`src/rtl/riscv_defs.sv`:
```
// riscv_defs: shared definitions for the load/store memory access path.
//   - opcode constants for loads and stores
//   - access-size encodings taken from funct3[1:0]
//   - FSM state encoding for mem_access_unit
//   - default bus-timeout length
//   - alignment helper used by the issue logic
package riscv_defs;

   localparam logic [6:0] OPC_LOAD  = 7'b0000011;
   localparam logic [6:0] OPC_STORE = 7'b0100011;

   localparam logic [1:0] SIZE_BYTE = 2'b00;
   localparam logic [1:0] SIZE_HALF = 2'b01;
   localparam logic [1:0] SIZE_WORD = 2'b10;

   localparam int unsigned TIMEOUT_DEFAULT = 16;

   typedef enum logic [1:0] {
      StIdle = 2'b00,
      StReq  = 2'b01,
      StDone = 2'b10
   } mau_state_t;

   // Byte accesses are always aligned; halves need an even address,
   // words (and any wider/unknown size) need a 4-byte aligned address.
   function automatic logic is_aligned(input logic [1:0] size, input logic [1:0] lo);
      logic ok;
      case (size)
         SIZE_BYTE: ok = 1'b1;
         SIZE_HALF: ok = ~lo[0];
         default:   ok = (lo == 2'b00);
      endcase
      return ok;
   endfunction

endpackage

```
`src/rtl/store_lane_align.sv`:
```
// store_lane_align: combinational store lane placement.
// Ports:
//   size      in  2      access size (byte/half/word)
//   addr_lo   in  2      byte offset within the word
//   wdata     in  WIDTH  raw store data (rs2)
//   be        out 4      byte enables
//   lane_data out WIDTH  store data replicated across all lanes
module store_lane_align
   import riscv_defs::*;
#(
   parameter int unsigned WIDTH = 32
) (
   input  logic [1:0]       size,
   input  logic [1:0]       addr_lo,
   input  logic [WIDTH-1:0] wdata,
   output logic [3:0]       be,
   output logic [WIDTH-1:0] lane_data
);

   // Data is replicated so the enabled lanes carry the right bytes no matter
   // which offset is addressed; the byte enables select the lanes written.
   always_comb begin
      be        = 4'b1111;
      lane_data = wdata;
      case (size)
         SIZE_BYTE: begin
            be        = 4'b0001 << addr_lo;
            lane_data = {(WIDTH/8){wdata[7:0]}};
         end
         SIZE_HALF: begin
            be        = 4'b0011 << addr_lo;
            lane_data = {(WIDTH/16){wdata[15:0]}};
         end
         default: ;
      endcase
   end

endmodule

```
`src/rtl/mem_access_unit.sv`:
```
// mem_access_unit: MEM-stage load/store sequencer (IDLE -> REQ -> DONE).
// Optional feature macro: MEM_TIMEOUT_EN (bus timeout -> bus_err pulse).
// Ports:
//   clk, rst_n                 clock, async active-low reset
//   inst, addr, wdata          instruction, effective address, store data
//   valid_in                   inputs valid this cycle
//   stall_out                  hold upstream pipeline
//   dmem_req/we/addr/be/wdata  memory request interface
//   dmem_ack, dmem_rdata       memory response
//   data_out                   read word shifted so addressed byte/half is at bit 0
//   data_valid, misalign, bus_err  one-cycle status pulses
module mem_access_unit
   import riscv_defs::*;
#(
   parameter int unsigned WIDTH   = 32,
   parameter int unsigned TIMEOUT = TIMEOUT_DEFAULT
) (
   input  logic             clk,
   input  logic             rst_n,
   input  logic [WIDTH-1:0] inst,
   input  logic [WIDTH-1:0] addr,
   input  logic [WIDTH-1:0] wdata,
   input  logic             valid_in,
   output logic             stall_out,
   output logic             dmem_req,
   output logic             dmem_we,
   output logic [WIDTH-1:0] dmem_addr,
   output logic [3:0]       dmem_be,
   output logic [WIDTH-1:0] dmem_wdata,
   input  logic             dmem_ack,
   input  logic [WIDTH-1:0] dmem_rdata,
   output logic [WIDTH-1:0] data_out,
   output logic             data_valid,
   output logic             misalign,
   output logic             bus_err
);

   mau_state_t       state_q, state_d;
   logic             accept, misalign_d, misalign_q;
   logic             is_load, is_store, is_mem, aligned;
   logic [1:0]       size;
   logic [3:0]       st_be;
   logic [WIDTH-1:0] st_data;

   logic             we_q, is_load_q;
   logic [1:0]       addr_lo_q;
   logic [3:0]       be_q;
   logic [WIDTH-1:0] addr_q, wdata_q, data_out_q;

   logic unused_inst;
   assign unused_inst = ^{inst[WIDTH-1:15], inst[11:7]};

   assign is_load  = (inst[6:0] == OPC_LOAD);
   assign is_store = (inst[6:0] == OPC_STORE);
   assign is_mem   = is_load | is_store;
   // funct3 100/101 (unsigned loads) map onto byte/half through the low bits.
   assign size     = inst[13:12];
   assign aligned  = is_aligned(size, addr[1:0]);

   store_lane_align #(
      .WIDTH(WIDTH)
   ) u_store_lane_align (
      .size     (size),
      .addr_lo  (addr[1:0]),
      .wdata    (wdata),
      .be       (st_be),
      .lane_data(st_data)
   );

`ifdef MEM_TIMEOUT_EN
   localparam int unsigned CntW = $clog2(TIMEOUT + 1);
   logic [CntW-1:0] tmo_cnt_q;
   logic            tmo_hit, bus_err_d, bus_err_q;

   assign tmo_hit = (tmo_cnt_q == CntW'(TIMEOUT - 1));

   always_ff @(posedge clk or negedge rst_n) begin
      if (!rst_n) begin
         tmo_cnt_q <= '0;
         bus_err_q <= 1'b0;
      end else begin
         bus_err_q <= bus_err_d;
         if (accept) begin
            tmo_cnt_q <= '0;
         end else if (state_q == StReq) begin
            tmo_cnt_q <= tmo_cnt_q + 1'b1;
         end
      end
   end

   assign bus_err = bus_err_q;
`else
   logic unused_timeout;
   assign unused_timeout = (TIMEOUT == 0);
   assign bus_err        = 1'b0;
`endif

   always_comb begin
      state_d    = state_q;
      accept     = 1'b0;
      misalign_d = 1'b0;
`ifdef MEM_TIMEOUT_EN
      bus_err_d  = 1'b0;
`endif
      unique case (state_q)
         StIdle: begin
            // rst_n gating keeps stall_out low while reset is held.
            if (rst_n && valid_in && is_mem) begin
               if (aligned) begin
                  accept  = 1'b1;
                  state_d = StReq;
               end else begin
                  misalign_d = 1'b1;
               end
            end
         end
         StReq: begin
            if (dmem_ack) begin
               state_d = StDone;
`ifdef MEM_TIMEOUT_EN
            end else if (tmo_hit) begin
               state_d   = StIdle;
               bus_err_d = 1'b1;
`endif
            end
         end
         StDone:  state_d = StIdle;
         default: state_d = StIdle;
      endcase
   end

   always_ff @(posedge clk or negedge rst_n) begin
      if (!rst_n) begin
         state_q    <= StIdle;
         misalign_q <= 1'b0;
         addr_q     <= '0;
         wdata_q    <= '0;
         be_q       <= 4'b0000;
         we_q       <= 1'b0;
         is_load_q  <= 1'b0;
         addr_lo_q  <= 2'b00;
         data_out_q <= '0;
      end else begin
         state_q    <= state_d;
         misalign_q <= misalign_d;
         if (accept) begin
            addr_q    <= {addr[WIDTH-1:2], 2'b00};
            wdata_q   <= is_store ? st_data : '0;
            be_q      <= is_store ? st_be : 4'b1111;
            we_q      <= is_store;
            is_load_q <= is_load;
            addr_lo_q <= addr[1:0];
         end
         if ((state_q == StReq) && dmem_ack && is_load_q) begin
            data_out_q <= dmem_rdata >> {addr_lo_q, 3'b000};
         end
      end
   end

   assign dmem_req   = (state_q == StReq);
   assign dmem_we    = dmem_req & we_q;
   assign dmem_addr  = addr_q;
   assign dmem_be    = be_q;
   assign dmem_wdata = wdata_q;
   assign stall_out  = dmem_req | accept;
   assign data_out   = data_out_q;
   assign data_valid = (state_q == StDone) & is_load_q;
   assign misalign   = misalign_q;

endmodule
```
`config.mk`:
```
export PLATFORM = sky130hd
export DESIGN_NAME = mem_access_unit
export DESIGN_NICKNAME = d
export VERILOG_FILES = /design/src/rtl/riscv_defs.sv /design/src/rtl/store_lane_align.sv /design/src/rtl/mem_access_unit.sv
export SDC_FILE = /design/constraint.sdc
export NUM_CORES = 1
export LEC_CHECK = 0
export CAP_MARGIN = 20
export CORE_UTILIZATION = 32
export DETAILED_ROUTE_END_ITERATION = 10
export MAX_ROUTING_LAYER = met4
export PLACE_DENSITY = 0.66
export SYNTH_ARGS = -nofsm -noshare
export SYNTH_HDL_FRONTEND = slang
export SYNTH_SLANG_ARGS = --single-unit
```
`constraint.sdc`:
```
create_clock -name clk -period 5.8 [get_ports clk]
set_input_delay 1.74 -clock clk [delete_from_list [all_inputs] [get_ports clk]]
set_output_delay 1.74 -clock clk [all_outputs]
set_load 0.02 [all_outputs]
```
Yosys cells after proc, flatten, opt, wreduce, memory -nomap -nowiden

Index checks and enable logic that the tools add are counted.

Logic and storage cells: 48
Output and inout port bits: 106
Bits of input ports: 132
Flip-flop bits (word level): 105

Muxes and demuxes: 15
Shift-type cells: 3
Reduce and logical (&&, ||, !) cells: 8
Equality and inequality tests: 8
Bitwise logic cells: 5

Operator list:

| kind                  | number |
|---|---|
| $pmux W32 S2          | 1 |
| $mux W32              | 1 |
| $shr A32 B5 Y32       | 1 |
| $pmux W4 S2           | 1 |
| $eq A7 B2 Y1 const B  | 1 |
| $eq A7 B6 Y1 const B  | 1 |
| $logic_not A2 Y1      | 3 |
| $mux W1               | 6 |
| $mux W2               | 3 |
| $eq A2 B1 Y1 const B  | 2 |
| $logic_and A1 B1 Y1   | 4 |
| $mux W4               | 1 |
| $ne A2 B2 Y1 const B  | 2 |
| $pmux W2 S2           | 1 |
| $shl A1 B2 Y4 const A | 1 |
| $shl A2 B2 Y4 const A | 1 |
| $reduce_and A3 Y1     | 1 |
| $and A1 B1 Y1         | 2 |
| $eq A2 B2 Y1 const B  | 1 |
| $ne A2 B1 Y1 const B  | 1 |
| $or A1 B1 Y1          | 2 |
| $pmux W1 S2           | 1 |
| $not A1 Y1            | 1 |

Longest topological paths before layout

Depth in word-level cells: 6
Mapped depth: 6
Depth with buffers taken out: 3

Modules after synthesis

From an unflattened synthesis, not the netlist that was laid out.

Cell total of the unflattened synthesis: 457
Area, all modules: 5346.4 um^2

By module, submodules not included:

| module           | seq. area each (um^2) | area an instance (um^2) | cells an instance | instances |
|---|---|---|---|---|
| mem_access_unit  | 2627.5                | 4852.2                  | 396               | 1 |
| store_lane_align | 0.0                   | 494.2                   | 61                | 1 |

Worst setup path after synthesis

No wires, ideal clock.

Path kind: input-to-output
From: input inst[3]
To: output stall_out
Path buffers: 2
Data required time: 4.060 ns
Cell stages on the path: 5
Slack: 1.042 ns
Data arrival time: 3.018 ns
Path through: or4_4 -> a2111oi_4 -> buf_6 -> buf_12 -> or2_2

Longest elaborated chain between the ends: 6
Elaborated cells between the ends (all ways): 7
Those cells by class: 2 x eq/ne; 2 x mux; 2 x bitwise; 1 x reduce/logical

Ends and longest elaborated chain:

| item                                         | RTL line                                     | RTL |
|---|---|---|
| start, declared                              | mem_access_unit.sv:20                        | `input logic [WIDTH-1:0] inst,` |
| $eq A7 B2 Y1 or $eq A7 B6 Y1 (tied branches) | mem_access_unit.sv:53, mem_access_unit.sv:54 |  |
| $or A1 B1 Y1 (*)                             | mem_access_unit.sv:55                        | `assign is_mem = is_load \| is_store;` |
| $logic_and A1 B1 Y1 (*)                      | mem_access_unit.sv:108                       | `if (rst_n && valid_in && is_mem) begin` |
| $mux W1 (*)                                  | mem_access_unit.sv:108                       |  |
| $mux W1 (*)                                  | mem_access_unit.sv:105                       | `unique case (state_q)` |
| $or A1 B1 Y1 (*)                             | mem_access_unit.sv:165                       | `assign stall_out = dmem_req \| accept;` |
| end, declared                                | mem_access_unit.sv:24                        | `output logic stall_out,` |

Every way passes the cells marked *; elsewhere a longest branch is shown, timed or not.

Final worst setup path

From: input addr[0]
To: output stall_out

Longest elaborated chain between the ends: 6
Elaborated cells between the ends (all ways): 7
Those cells by class: 4 x mux; 2 x bitwise; 1 x reduce/logical

Ends and longest elaborated chain:

| item                                           | RTL line                           | RTL |
|---|---|---|
| start, declared                                | mem_access_unit.sv:21              | `input logic [WIDTH-1:0] addr,` |
| $logic_not A2 Y1 or $not A1 Y1 (tied branches) | riscv_defs.sv:31, riscv_defs.sv:30 |  |
| $pmux W1 S2 (*)                                | riscv_defs.sv:28                   | `case (size)` |
| $mux W1 (*)                                    | mem_access_unit.sv:109             | `if (aligned) begin` |
| $mux W1 (*)                                    | mem_access_unit.sv:108             |  |
| $mux W1 (*)                                    | mem_access_unit.sv:105             |  |
| $or A1 B1 Y1 (*)                               | mem_access_unit.sv:165             |  |

Marks and branches as above.

==> results.json <==
{
  "grt_util_all_layers_pct": 18.5,
  "yosys_warnings": 0,
  "drc": 0,
  "grt-ovfl-total": 0,
  "cp_cell_sequence": "clkdlybuf4s50_1 -> or2_2 -> a2111oi_4 -> or2_2 -> clkdlybuf4s50_1",
  "synth_edf_count": 0,
  "cts.clk_slew.worst_paths_ps": 70,
  "syn_area_mm2": 0.00533,
  "hpwl_mm": 11.1,
  "syn-mean-instance-area_um2": 12.4,
  "slew_viol_final": 0,
  "syn_to_final_growth_pct": 46.9,
  "outcome": "finished clean",
  "yosysUniqueCellTypes": 33,
  "dr.pass1.iters": 3,
  "cts-buffers-inserted": 9,
  "critical_path_arrival_ps": 3750,
  "power.total_uw": 1700,
  "grt_max_degree": 74,
  "fill_cells": 1389,
  "cp_slowest_stage_delay_ps": 590,
  "whs_path_depth": 2,
  "ys_top_cells_by_count": "dfrtp_1, mux2i_1, mux2_4",
  "cts_hold_buf": 0,
  "fin_crit_ps": 5490,
  "dpl.cell_count": 834,
  "r2r_slack_ps": 2860,
  "yosys-top-cells-area": "dfrtp_1, mux2_4, mux2i_1",
  "vias": 3998,
  "fin_crit_sh_pct": 94.7,
  "leakage_uw": 0.00336,
  "syn_inst": 430,
  "rsz0062_at_grt": "false",
  "ant_nets": 0,
  "yosysMostFrequentCell": "dfrtp_1",
  "path_max_fanout": 7,
  "clock_latency_ps": 340,
  "drt_iter0_markers": 121,
  "required_ps": 4060,
  "crit_path_end_kind": "primary output",
  "crit-reg2reg-launch": "state_q[0]$_DFFE_PN0P_",
  "synth-main-ff-cell": "dfrtp_1",
  "reg2reg_to": "dmem_wdata[9]$_DFFE_PN0P_",
  "tightest_slew_ps": 990,
  "fin_cells": 851,
  "start_util_pct": 33.2,
  "port-buffer-count": 211,
  "ys_async_sr_fraction_pct": 100,
  "drive_above_1_share_pct": 16.7,
  "clock_skew_ps": 5.85,
  "startpoint": "addr[0]",
  "cts-resized-gates": 0,
  "endpoint": "stall_out",
  "final_nets": 761,
  "gp_congestion": 0.796,
  "die_area_mm2": 0.0172,
  "path_class": "in2out",
  "die_h_um": 131,
  "pwr_density_cell_mw_per_mm2": 217,
  "yosysTopAreaCellShare_pct": 49.3,
  "slowest_stage": "clkdlybuf4s50_1",
  "cts-root-buf": "clkbuf_16",
  "antenna_found_initial": 1,
  "critPathTopFamily": "buffers and inverters",
  "grt_pass1_wl_mm": 22.8,
  "hold_viol": 0,
  "setup_tns_ps": 0,
  "setup-violations-final": 0,
  "synth_area_leader_cell": "dfrtp_1",
  "first_global_vias": 4308,
  "cap_violations": 0,
  "ctsLongestPathBuffers": 2,
  "cts_tree": "yes",
  "totalWireLength_mm": 15.2,
  "yosysSeqAreaShare_pct": 49.3,
  "start_kind": "input port",
  "ir_drop_v": 0.000147,
  "num_rows": 46,
  "h-tree-depth": 3,
  "path_depth": 5,
  "relSlewSlack_pct": 34.0,
  "post_cts_buffers": 0,
  "die_w_um": 131,
  "core_mm2": 0.0161,
  "fmax_ghz": 0.182,
  "cp.buffers_inverters": 2,
  "wl_per_cell_um": 17.9,
  "io_pins": 238,
  "rr_worst_depth": 5,
  "via_per_inst": 4.70,
  "hold_class": "reg2reg",
  "ys_ff_latch": 105,
  "clock-sinks": 105
}
## cell usage in the layout, fill, tap and decap left out, types with 8 or more instances in the layout
master / netlist / final
dfrtp_1: 105 / 105
clkdlybuf4s50_1: 0 / 210
mux2_2: 18 / 18
mux2_4: 52 / 52
o21ai_0: 26 / 26
inv_1: 17 / 17
a2bb2oi_1: 8 / 8
o211ai_1: 9 / 9
or3b_2: 8 / 8
nand2b_1: 9 / 9
a21oi_1: 8 / 8
nand2_1: 44 / 44
clkbuf_16: 0 / 9
buf_4: 3 / 10
o31ai_1: 8 / 8
mux2i_1: 56 / 56
nor2_1: 10 / 10
## cells by family (layout without fill, tap and decap cells)
| group | count (synthesis) | in the layout | share of synthesized area, % |
|---|---|---|---|
| muxes | 126 | 126 | 29.0 |
| DFF | 105 | 105 | 49.3 |
| and+or+nand+nor | 84 | 84 | 7.95 |
| AOI/OAI and AO/OA | 62 | 62 | 7.70 |
| buffers and inverters | 52 | 254 | 6.05 |
| other | 1 | 4 | 0.0703 |
## where the power goes
part	switching (uW)	total (uW)	leakage, uW	internal (uW)
clock	272	620	0.000135	347
combinational	138	307	0.00184	169
sequential	16.4	775	0.00138	759
total	427	1700	0.00336	1270
## worst reg2reg max path: stages (launching register included)
cell       delay (ps)
dfrtp_1           400
nand4bb_1         320
a2111oi_4         440
buf_4             590
buf_4             650
mux2_2            430
## sequential cells by signal, indices dropped and copies added, names as in the netlist
signal	count
addr_lo_q	2
dmem_wdata	32
we_q	1
data_out	32
misalign	1
dmem_addr	30
state_q	2
is_load_q	1
dmem_be	4
## stage by stage
stage	setup slack [ps]	area, um2	hold WS (ps)	util, %
finish	310	7830	477	48.8
global route	214	7830	502	48.8
CTS	286	7830	484	48.8
detailed placement	284	7530	469	46.9
global placement	276	7530	463	46.9
floorplan	1040	5340	473	-
## worst min-delay path by stage
| stage | start | to | slack [ps] |
|---|---|---|---|
| floorplan | we_q$_DFFE_PN0P_ | we_q$_DFFE_PN0P_ | 470 |
| finish | data_out[30]$_DFFE_PN0P_ | data_out[30]$_DFFE_PN0P_ | 480 |
| CTS | data_out[30]$_DFFE_PN0P_ | data_out[30]$_DFFE_PN0P_ | 480 |
| detailed placement | data_out[30]$_DFFE_PN0P_ | data_out[30]$_DFFE_PN0P_ | 470 |
| global route | data_out[30]$_DFFE_PN0P_ | data_out[30]$_DFFE_PN0P_ | 500 |
| global placement | data_out[29]$_DFFE_PN0P_ | data_out[29]$_DFFE_PN0P_ | 460 |
## metal layers
layer	track usage [%]	wire, um	vias to the layer above
met1	20.3	6310	1945
met2	31.7	7480	150
met5	-	0	-
met3	5.72	1240	15
li1	-	-	1888
met4	6.15	205	0
## final cells by class
class,instances,area [um2],share of cell area [%]
sequential,105,2630,33.5
multi-input combinational,275,2390,30.5
timing repair buffer,220,2180,27.8
tap,216,270,3.45
clock buffer,12,246,3.15
inverter,18,67.6,0.862
clock inverter,4,52.6,0.671
antenna,1,2.50,0.0319
No activity file was read; power rests on OpenSTA's default activity.
